--- config.mk ---
export PLATFORM = sky130hd
export DESIGN_NAME = pong_ctrl
export DESIGN_NICKNAME = d
export VERILOG_FILES = /design/src/rtl/pong_ctrl.sv
export SDC_FILE = /design/constraint.sdc
export NUM_CORES = 1
export LEC_CHECK = 0
export CORE_MARGIN = 2
export CORE_UTILIZATION = 45
export DETAILED_ROUTE_END_ITERATION = 12
export PLACE_DENSITY = 0.77
export SLEW_MARGIN = 10
export SYNTH_ARGS = -nofsm -noshare
export SYNTH_HDL_FRONTEND = slang
export SYNTH_SLANG_ARGS = --single-unit
export TNS_END_PERCENT = 20
--- constraint.sdc ---
create_clock -name clk -period 2.8 [get_ports clk]
set_clock_uncertainty 0.1 [all_clocks]
set_input_delay 0.56 -clock clk [delete_from_list [all_inputs] [get_ports clk]]
set_output_delay 0.56 -clock clk [all_outputs]
set_load 0.1 [all_outputs]
--- src/rtl/pong_ctrl.sv ---
// Pong game sequencer: ball motion, paddle move pulses, collision-check windows, scoring.
// Optional PONG_SPEEDUP_EN halves the tick period once a rally reaches 8 consecutive hits.
module pong_ctrl #(
    parameter int TICK_DIV  = 1000000,
    parameter int WIN_SCORE = 9
) (
    input  logic       clk,
    input  logic       reset,
    input  logic       start,
    input  logic       btnUpL,
    input  logic       btnDownL,
    input  logic       btnUpR,
    input  logic       btnDownR,
    input  logic       hitL,
    input  logic       hitR,
    output logic       moveUpL,
    output logic       moveDownL,
    output logic       moveUpR,
    output logic       moveDownR,
    output logic       inRangeL,
    output logic       inRangeR,
    output logic [5:0] ballX,
    output logic [4:0] ballY,
    output logic [3:0] scoreL,
    output logic [3:0] scoreR,
    output logic       gameOver
);

    localparam int CW = $clog2(TICK_DIV);
    localparam logic [CW-1:0] FULL_LAST = CW'(TICK_DIV - 1);
    localparam logic [3:0]    WIN       = 4'(WIN_SCORE);

    typedef enum logic [2:0] {IDLE, MOVE, CHKL, WAITL, CHKR, WAITR, POINT, OVER} stateT;

    stateT         state, stateNext;
    logic [CW-1:0] tickCnt;
    logic [CW-1:0] tickLast;
    logic          tick;
    logic [3:0]    sync1, sync2;
    logic          dxPos, dyPos;
    logic          dxNext, dyNext;
    logic [5:0]    xNext;
    logic [4:0]    yNext;
    logic [3:0]    scoreLNext, scoreRNext;
    logic          pulseEn;

`ifdef PONG_SPEEDUP_EN
    localparam logic [CW-1:0] HALF_LAST = CW'(TICK_DIV / 2 - 1);
    logic [3:0] rally, rallyNext;
    assign tickLast = (rally >= 4'd8) ? HALF_LAST : FULL_LAST;
`else
    assign tickLast = FULL_LAST;
`endif

    // >= so a switch to the shorter period never lets the counter run past its wrap point
    assign tick = (tickCnt >= tickLast);

    always_ff @(posedge clk or negedge reset) begin
        if (!reset) begin
            tickCnt <= '0;
        end else begin
            tickCnt <= tick ? '0 : tickCnt + CW'(1);
        end
    end

    always_ff @(posedge clk or negedge reset) begin
        if (!reset) begin
            sync1 <= '0;
            sync2 <= '0;
        end else begin
            sync1 <= {btnUpL, btnDownL, btnUpR, btnDownR};
            sync2 <= sync1;
        end
    end

    always_comb begin
        stateNext  = state;
        xNext      = ballX;
        yNext      = ballY;
        dxNext     = dxPos;
        dyNext     = dyPos;
        scoreLNext = scoreL;
        scoreRNext = scoreR;
`ifdef PONG_SPEEDUP_EN
        rallyNext  = rally;
`endif
        case (state)
            IDLE: begin
                if (start) stateNext = MOVE;
            end
            MOVE: begin
                if (tick) begin
                    if (dyPos && ballY == 5'd31) begin
                        dyNext = 1'b0;
                        yNext  = 5'd30;
                    end else if (!dyPos && ballY == 5'd0) begin
                        dyNext = 1'b1;
                        yNext  = 5'd1;
                    end else if (dyPos) begin
                        yNext = ballY + 5'd1;
                    end else begin
                        yNext = ballY - 5'd1;
                    end
                    if (dxPos) begin
                        if (ballX == 6'd62) stateNext = CHKR;
                        else                xNext     = ballX + 6'd1;
                    end else begin
                        if (ballX == 6'd1) stateNext = CHKL;
                        else               xNext     = ballX - 6'd1;
                    end
                end
            end
            CHKL: stateNext = WAITL;
            CHKR: stateNext = WAITR;
            WAITL: begin
                if (hitL) begin
                    dxNext    = 1'b1;
                    stateNext = MOVE;
`ifdef PONG_SPEEDUP_EN
                    if (rally != 4'd15) rallyNext = rally + 4'd1;
`endif
                end else begin
                    if (scoreR < WIN) scoreRNext = scoreR + 4'd1;
                    stateNext = POINT;
                end
            end
            WAITR: begin
                if (hitR) begin
                    dxNext    = 1'b0;
                    stateNext = MOVE;
`ifdef PONG_SPEEDUP_EN
                    if (rally != 4'd15) rallyNext = rally + 4'd1;
`endif
                end else begin
                    if (scoreL < WIN) scoreLNext = scoreL + 4'd1;
                    stateNext = POINT;
                end
            end
            POINT: begin
                // dx still points at the side that just missed, which is where the serve goes
                xNext = 6'd32;
                yNext = 5'd16;
`ifdef PONG_SPEEDUP_EN
                rallyNext = 4'd0;
`endif
                if (scoreL == WIN || scoreR == WIN) stateNext = OVER;
                else                                stateNext = IDLE;
            end
            OVER: begin
                if (start) begin
                    scoreLNext = 4'd0;
                    scoreRNext = 4'd0;
                    stateNext  = IDLE;
                end
            end
            default: stateNext = IDLE;
        endcase
    end

    always_ff @(posedge clk or negedge reset) begin
        if (!reset) begin
            state  <= IDLE;
            ballX  <= 6'd32;
            ballY  <= 5'd16;
            dxPos  <= 1'b1;
            dyPos  <= 1'b1;
            scoreL <= 4'd0;
            scoreR <= 4'd0;
`ifdef PONG_SPEEDUP_EN
            rally  <= 4'd0;
`endif
        end else begin
            state  <= stateNext;
            ballX  <= xNext;
            ballY  <= yNext;
            dxPos  <= dxNext;
            dyPos  <= dyNext;
            scoreL <= scoreLNext;
            scoreR <= scoreRNext;
`ifdef PONG_SPEEDUP_EN
            rally  <= rallyNext;
`endif
        end
    end

    assign pulseEn   = tick && (state != POINT) && (state != OVER);
    assign moveUpL   = pulseEn && sync2[3] && !sync2[2];
    assign moveDownL = pulseEn && sync2[2] && !sync2[3];
    assign moveUpR   = pulseEn && sync2[1] && !sync2[0];
    assign moveDownR = pulseEn && sync2[0] && !sync2[1];
    assign inRangeL  = (state == CHKL);
    assign inRangeR  = (state == CHKR);
    assign gameOver  = (state == OVER);

endmodule

==> Yosys cells after proc, flatten, opt, wreduce, memory -nomap -nowiden <==
Cells that the tools add are included.
{ "classes": {"n_lt_le_gt_ge": 3, "muxes": 33, "n_shift": 0, "add_sub_neg": 7, "eq_ne": 27, "mul": 0, "n_bitwise": 0, "n_div": 0, "n_reduce_logical": 32} }
{ "ops": {"columns": ["operator", "n"], "rows": [
  ["$mux W3", 9],
  ["$mux W6", 4],
  ["$pmux W3 S8", 1],
  ["$add A20 B1 Y20 const B", 1],
  ["$ge A20 B20 Y1 const B", 1],
  ["$mux W20", 1],
  ["$mux W4", 5],
  ["$mux W5", 4],
  ["$ne A2 B2 Y1 const B", 9],
  ["$ne A3 B3 Y1 const B", 6],
  ["$pmux W4 S2", 2],
  ["$eq A3 B3 Y1 const B", 4],
  ["$logic_and A1 B1 Y1", 12],
  ["$pmux W6 S2", 1],
  ["$reduce_and A4 Y1", 3],
  ["$pmux W5 S2", 1],
  ["$reduce_bool A2 Y1", 5],
  ["$add A4 B1 Y4 const B", 2],
  ["$eq A4 B4 Y1 const B", 2],
  ["$lt A4 B4 Y1 const B", 2],
  ["$add A6 B1 Y6 const B", 1],
  ["$eq A3 B2 Y1 const B", 2],
  ["$eq A6 B1 Y1 const B", 1],
  ["$eq A6 B6 Y1 const B", 1],
  ["other kinds (14)", 22]
]} }
{ "totals": {"register_bits": 52, "rom_bits": 0, "mem_count": 0, "latch_bits": 0, "ramBits": 0, "out_inout_bits": 26, "word_cells": 112} }

==> Logic depth before layout (Yosys ltp) <==
Gate-level depths: netlist of the first run.
{ "depth": {"ltp_word": 6, "depth_mapped": 7} }

==> Worst setup path before layout of the first run <==
No wires, ideal clock.
{ "synth_path": {"path_type": "register to output", "start": "register tickCnt[0]", "end": "output port moveDownL", "stages_incl_launch_ff": 8, "path_buffers": 1, "arrival_time_ns": 3.655, "path_slack_ns": -1.515, "t_required_ns": 2.140, "cell_sequence": "dfrtp_1 -> ha_1 -> and3_1 -> a311oi_2 -> o21ai_2 -> buf_6 -> nand2_1 -> nor3b_1"} }
{ "synth_between": {"elab_chain_cells": 5} }
{ "synth_lines": {"columns": ["element", "line", "text"], "rows": [
  ["start, declared", "36", "logic [CW-1:0] tickCnt;"],
  ["start signal, assigned", "62", "tickCnt <= tick ? '0 : tickCnt + CW'(1);"],
  ["$ge A20 B20 Y1", "56", "assign tick = (tickCnt >= tickLast);"],
  ["$logic_and A1 B1 Y1 (2 in series)", "186", "assign pulseEn = tick && (state != POINT) && (state != OVER);"],
  ["$logic_and A1 B1 Y1 (2 in series)", "188", "assign moveDownL = pulseEn && sync2[2] && !sync2[3];"],
  ["end, declared", "17", "output logic moveDownL,"]
]} }
Every way passes these cells.

==> Final worst setup path of the first run <==
{ "layout_path": {"start": "register tickCnt[13]", "end": "output port moveDownL"} }
Same word-level chain as after synthesis.

==> results.json, run 1 <==
{
  "ios": 35,
  "dr.pass1.iters": 4,
  "grt_pass1_wl_mm": 10.6,
  "cap_violations": 0,
  "r2r-end": "ballX[1]",
  "grt_antenna_before_repair": 0,
  "synthTopCellsByArea": "dfrtp_1 (41%), ha_1 (6.0%), nand2_1 (3.7%)",
  "die-width_um": 84.8,
  "drt-met1-wl_mm": 2.89,
  "fmax_mhz": 368,
  "power.density_mw_per_mm2": 500,
  "layout_common_cells": "dfrtp_1 (48), nand2_1 (28), nor2_1 (27)",
  "synth_fa_ha_area_share_pct": 6.65,
  "worstPathArrival_ns": 2.06,
  "crit_path_end_kind": "output port",
  "r2r_start": "tickCnt[13]",
  "drt_wl_total_mm": 6.00,
  "postRouteAntennaNets": 0,
  "cp_slowest_cell": "or4_4",
  "clock_latency_ns": 0.30,
  "routed_via_density": 5.63,
  "synth-edff-count": 0,
  "outcome": "finished, final reports clean",
  "path_clk_slew_ns": 0.09,
  "crit_type": "flop to output port",
  "fin_crit_sh_pct": 97.1,
  "nFillCells": 567,
  "muxShareOfSynthArea_pct": 4.18,
  "wire_per_inst_um": 14.3,
  "place_congestion": 0.812,
  "grt_max_degree": 32,
  "path_cells": "or4_4 > a311oi_4 > o21ai_2 > nand2_4 > nor3b_4 > buf_12",
  "setup_tns_ns": 0,
  "drive_gt1_share_pct": 17.5,
  "reg2reg_depth": 7,
  "cp_max_fo": 4,
  "grt_overflow": 0,
  "first_iter_violations": 162,
  "leakage_nw": 1.60,
  "synthSimpleGateAreaFrac_pct": 20.6,
  "min_path_type": "input port to asynchronous set/reset pin",
  "num_rows": 29,
  "power_switching_mw": 0.607,
  "num_vias": 2364,
  "synth-xor-area-share_pct": 5.67,
  "htreeDepth": 2,
  "ys_seq_area_share_pct": 44.5,
  "drc_errors": 0,
  "grt_pass1_vias": 2359,
  "syn2layout_area_growth_pct": 20.7,
  "layout_commonest_cell": "dfrtp_1",
  "synth_top_family_by_area": "simple AND/OR/NAND/NOR gates",
  "power_frac_clock_pct": 28.6,
  "yosysTopAreaCell": "dfrtp_1",
  "cts_sinks": 52,
  "synthDominantCellAreaShare_pct": 40.9,
  "worstMarginPinSlew_ns": 0.665,
  "initial_core_util_pct": 46.5,
  "hpwl_mm": 4.30,
  "chipHeight_um": 84.8,
  "dieArea_mm2": 0.00719,
  "final_nets": 366,
  "cts_tree": "built",
  "fin_crit_ns": 2.72,
  "wl_met2_mm": 2.85,
  "syn_inst": 307,
  "cts_inserted_buffers": 5,
  "slew_violations": 0,
  "avgSynthCellArea_um2": 9.57,
  "cts_hold_buffers": 0,
  "synth-main-ff-cell": "dfrtp_1",
  "cpPeakStageDelay_ns": 0.57,
  "syn_area_mm2": 0.00294,
  "p_comb_share_pct": 23.7,
  "coreArea_mm2": 0.00631,
  "synth_cell_types": 53,
  "ir_worst_vdd_mv": 0.543,
  "fin_hold_ws_ns": 0.0504,
  "hold_violations": 0,
  "grt_use_total_pct": 17.9,
  "synth_warnings": 0,
  "p_int_mw": 1.17,
  "root_buffer": "clkbuf_8",
  "sequentialPowerShare_pct": 47.7,
  "dr_wl_met3_um": 222,
  "syn-num-nets": 331,
  "reg2reg_slack_ns": 0.43,
  "yosys_register_bits": 52,
  "synth-compound-area-share_pct": 14.4,
  "finalSetupViolCount": 0,
  "required_ns": 2.14,
  "clock_path_buffers": 2,
  "highest_layer": "met4",
  "swShare_pct": 34.2,
  "async_flop_share_pct": 100,
  "port_buffers": 34,
  "num_antenna_cells": 0,
  "relSlewSlack_pct": 55.3,
  "power_mw": 1.77,
  "start_kind": "flop"
}
## sequential cells by signal, summed over array words and instances, names as in the netlist
| register | count |
|---|---|
| dyPos | 1 |
| scoreL | 4 |
| dxPos | 1 |
| sync2 | 4 |
| sync1 | 4 |
| tickCnt | 20 |
| scoreR | 4 |
| ballY | 5 |
| state | 3 |
| ballX | 6 |
## worst max-delay path: cells and delay by family, from the launching register on
kind                   cells  cell delay, ns
buffers and inverters      1            0.16
and+or+nand+nor            3            0.79
AOI/OAI and AO/OA          2            0.37
DFF                        1            0.42
## cell usage after synthesis (2+ instances only)
cell	instances
inv_1	15
nand2b_1	4
nor2b_1	2
a31oi_1	4
mux2i_1	10
a21o_1	2
clkbuf_1	9
buf_6	2
nand4_1	7
and4_1	3
a2111oi_0	2
xnor2_1	9
nor2_1	27
nor4_1	3
a21oi_1	18
nand2_1	29
nor3b_1	4
o21ai_0	15
ha_1	14
o2bb2ai_1	3
nand3b_1	5
mux2_2	2
o22ai_1	2
dfrtp_1	48
nor3_1	9
nand3_1	10
or3_1	5
dfstp_2	4
xor2_1	10
a211o_1	2
and3_1	6
## how the worst max path moves through the flow
stage	to	cells past startpoint	startpoint	slack, ns
after floorplan	moveDownL	7	tickCnt[0]	-0.58
after global placement	moveUpR	6	tickCnt[13]	0.32
after detailed placement	moveDownL	6	tickCnt[13]	0.25
after CTS	moveUpL	6	tickCnt[13]	0.02
after global routing	moveDownL	7	tickCnt[0]	-0.006
final	moveDownL	6	tickCnt[13]	0.08
## cell type report
| type | count | area, µm² | share of cell area [%] |
|---|---|---|---|
| clock buffer | 6 | 72.6 | 2.05 |
| timing repair buffer | 40 | 390 | 11.0 |
| inverter | 15 | 56.3 | 1.59 |
| clock inverter | 2 | 35.0 | 0.988 |
| tap | 77 | 96.3 | 2.72 |
| multi-input combinational | 228 | 1590 | 44.8 |
| sequential | 52 | 1310 | 36.8 |
## cells by family (layout without fill, tap and decap cells)
family          count (synthesis)  after routing
compound gates                 64             64
simple gates                  118            118
flops                          52             52
fa+ha+maj                      15             15
xor+xnor                       19             19
buf+inv                        27             63
mux                            12             12
## per-layer routing
layer	global-route usage, %	up-vias
met5	0	-
met4	4.91	0
met3	3.15	5
met2	28.9	47
met1	24.9	1150
li1	-	1162
## per-stage QoR
| step | instances | utilization, % | setup slack [ns] | cell area [µm²] |
|---|---|---|---|---|
| 2_1_floorplan | 307 | - | -0.582 | 2960 |
| 3_3_place_gp | 410 | 53.4 | 0.321 | 3370 |
| 3_5_place_dp | 410 | 53.4 | 0.248 | 3370 |
| 4_1_cts | 418 | 55.6 | 0.0180 | 3510 |
| 5_1_grt | 420 | 56.2 | -0.00561 | 3550 |
| 6_report | 420 | 56.2 | 0.0811 | 3550 |
## repair_timing
item	in CTS	in global routing
resized for setup	6	4
pin swaps	1	3
endpoints found under the setup margin	4	4
buffers inserted	0	2
## power groups by stage
stage | Clock [mW] | Combinational, mW | Sequential (mW)
floorplan | 0 | 0.0935 | 1.08
global placement | 0 | 0.417 | 0.856
detailed placement | 0 | 0.423 | 0.857
CTS | 0.518 | 0.425 | 0.844
global route | 0.552 | 0.451 | 0.854
finish | 0.508 | 0.421 | 0.846
Power figures use the tool's default switching activity.
==> inputs of run 2 (changes only) <==
SKIP_LAST_GASP = 1   (was default)
==> results of run 2 <==
No change in the layout: final DEF, timing and power equal those of run 1.
==> inputs of run 3 (changes only) <==
--- a/config.mk
+++ b/config.mk
@@ -9,4 +9,5 @@
 export CORE_UTILIZATION = 45
 export DETAILED_ROUTE_END_ITERATION = 12
+export GPL_TIMING_DRIVEN = 0
 export PLACE_DENSITY = 0.77
 export SKIP_LAST_GASP = 1
==> constraint.sdc (replaced) <==
create_clock -name clk -period 2.8 [get_ports clk]
set_clock_uncertainty 0.1 [all_clocks]
set_input_delay 0.42 -clock clk [delete_from_list [all_inputs] [get_ports clk]]
set_output_delay 0.42 -clock clk [all_outputs]
set_load 0.1 [all_outputs]
==> results.json, run 3 (synthesis results as in run 1) <==
{
  "reg_top3": "tickCnt x20, ballX x6, ballY x5",
  "p_comb_share_pct": 25.3,
  "fin_hold_ws_ns": 0.258,
  "largest_register": "tickCnt",
  "setup_tns_ns": -0.282,
  "grt_overflow": 0,
  "hold_violations": 0,
  "cts_sinks": 52,
  "required_ns": 2.28,
  "min_path_type": "flop to flop",
  "num_antenna_cells": 0,
  "drive_gt1_share_pct": 10.5,
  "layout_common_cells": "dfrtp_1 (48), nand2_1 (28), nor2_1 (27)",
  "clock_latency_ns": 0.31,
  "postRouteAntennaNets": 0,
  "hpwl_mm": 4.57,
  "cp_max_fo": 10,
  "fin_ws_ns": -0.0664,
  "initial_core_util_pct": 46.5,
  "cts_tree": "built",
  "crit_path_end_kind": "output port",
  "htreeDepth": 2,
  "grt_pass1_wl_mm": 11.2,
  "layout_commonest_cell": "dfrtp_1",
  "routed_via_density": 5.67,
  "clock_path_buffers": 2,
  "drc_errors": 0,
  "final_nets": 374,
  "finalInstanceArea_mm2": 0.00351,
  "path_cells": "or4_4 > a311oi_2 > o21ai_2 > buf_6 > nand2_2 > nor3b_2 > buf_6",
  "crit_type": "flop to output port",
  "power.density_mw_per_mm2": 490,
  "fin_crit_ns": 2.87,
  "coreArea_mm2": 0.00631,
  "num_rows": 29,
  "power_switching_mw": 0.628,
  "wire_per_inst_um": 14.7,
  "place_congestion": 0.890,
  "drt_wl_total_mm": 6.30,
  "ir_worst_vdd_mv": 0.477,
  "swShare_pct": 36.5,
  "worstPathArrival_ns": 2.35,
  "die-width_um": 84.8,
  "finalSetupViolCount": 5,
  "cap_violations": 0,
  "num_vias": 2426,
  "sequentialPowerShare_pct": 49.0,
  "grt_max_degree": 37,
  "grt_pass1_vias": 2461,
  "crit_path_frequent_cell": "buf_6",
  "chipHeight_um": 84.8,
  "path_clk_slew_ns": 0.10,
  "violations": "setup timing",
  "worstMarginPinSlew_ns": 0.978,
  "placed_cell_area_mm2": 0.00340,
  "leakage_nw": 1.54,
  "root_buffer": "clkbuf_8",
  "fmax_mhz": 349,
  "dieArea_mm2": 0.00719,
  "ios": 35,
  "outcome": "complete, but fails checks",
  "port_buffers": 33,
  "rsz0062_at_grt": "yes",
  "largest_register_ffs": 20,
  "grt_use_total_pct": 19.0,
  "start_kind": "flop",
  "slew_violations": 0,
  "relSlewSlack_pct": 34.6,
  "fin_crit_sh_pct": 102,
  "cpPeakStageDelay_ns": 0.57,
  "p_int_mw": 1.09,
  "grt_antenna_before_repair": 0,
  "power_mw": 1.72,
  "syn2layout_area_growth_pct": 19.6,
  "first_iter_violations": 135,
  "power_frac_clock_pct": 25.8,
  "dr.pass1.iters": 4,
  "cp_slowest_cell": "or4_4",
  "cts_inserted_buffers": 5
}
==> run 3: layout make-up <==
type / instances / area (µm²)
Multi-Input combinational cell: 228 / 1540
Inverter: 15 / 56.3
Buffer: 12 / 61.3
Sequential cell: 52 / 1310
Clock inverter: 3 / 22.5
Clock buffer: 5 / 68.8
Timing Repair Buffer: 36 / 360
Tap cell: 77 / 96.3
Fill cell: 597 / 2800
==> run 3: critical path: cells and delay by family (launching register included) <==
kind | cells | cell delay (ns)
DFF | 1 | 0.43
and+or+nand+nor | 3 | 0.79
AOI/OAI and AO/OA | 2 | 0.46
buffers and inverters | 2 | 0.33
==> run 3: power by group through the flow <==
stage	Clock, mW	Sequential [mW]	Combinational (mW)
2_1_floorplan	0	1.08	0.0935
5_1_grt	0.490	0.852	0.463
3_5_place_dp	0	0.857	0.436
6_report	0.444	0.843	0.435
3_3_place_gp	0	0.855	0.427
4_1_cts	0.459	0.844	0.439
==> run 3: metrics by stage <==
step	instances	util [%]	setup WS [ns]
after floorplan	307	-	-0.442
after global placement	417	53.7	-0.767
after detailed placement	418	53.9	-0.804
after CTS	428	55.7	-0.113
after global routing	428	55.6	-0.259
final	428	55.6	-0.0664
==> run 3: final timing paths <==
kind / startpoint / to / slack, ns / depth (start not counted)
worst max-delay path: tickCnt[13] / moveUpR / -0.07 / 7
worst min-delay path: sync1[0] / sync2[0] / 0.26 / 0
worst max register to register: state[1] / ballX[1] / 0.55 / 5
worst min register to register: sync1[0] / sync2[0] / 0.26 / 0
max in group asynchronous: reset / dxPos / 1.54 / 3
min in group asynchronous: reset / scoreL[3] / 0.47 / 2
==> run 3: routing by layer <==
layer / up-vias / track usage [%] / share of wire (%)
met4: 0 / 6.35 / 1.4
met5: - / 0 / 0
met2: 70 / 31.4 / 48
li1: 1182 / - / -
met1: 1164 / 25.0 / 47
met3: 10 / 3.83 / 4.0
==> run 3: timing repair <==
| action | CTS | global route |
|---|---|---|
| endpoints found under the setup margin | 7 | 7 |
| hold buffers | 1 | 0 |
| pin swaps | 1 | 0 |
| gates resized for setup | 32 | 2 |
| endpoints found under the hold margin | 14 | 0 |
| setup buffers | 1 | 0 |
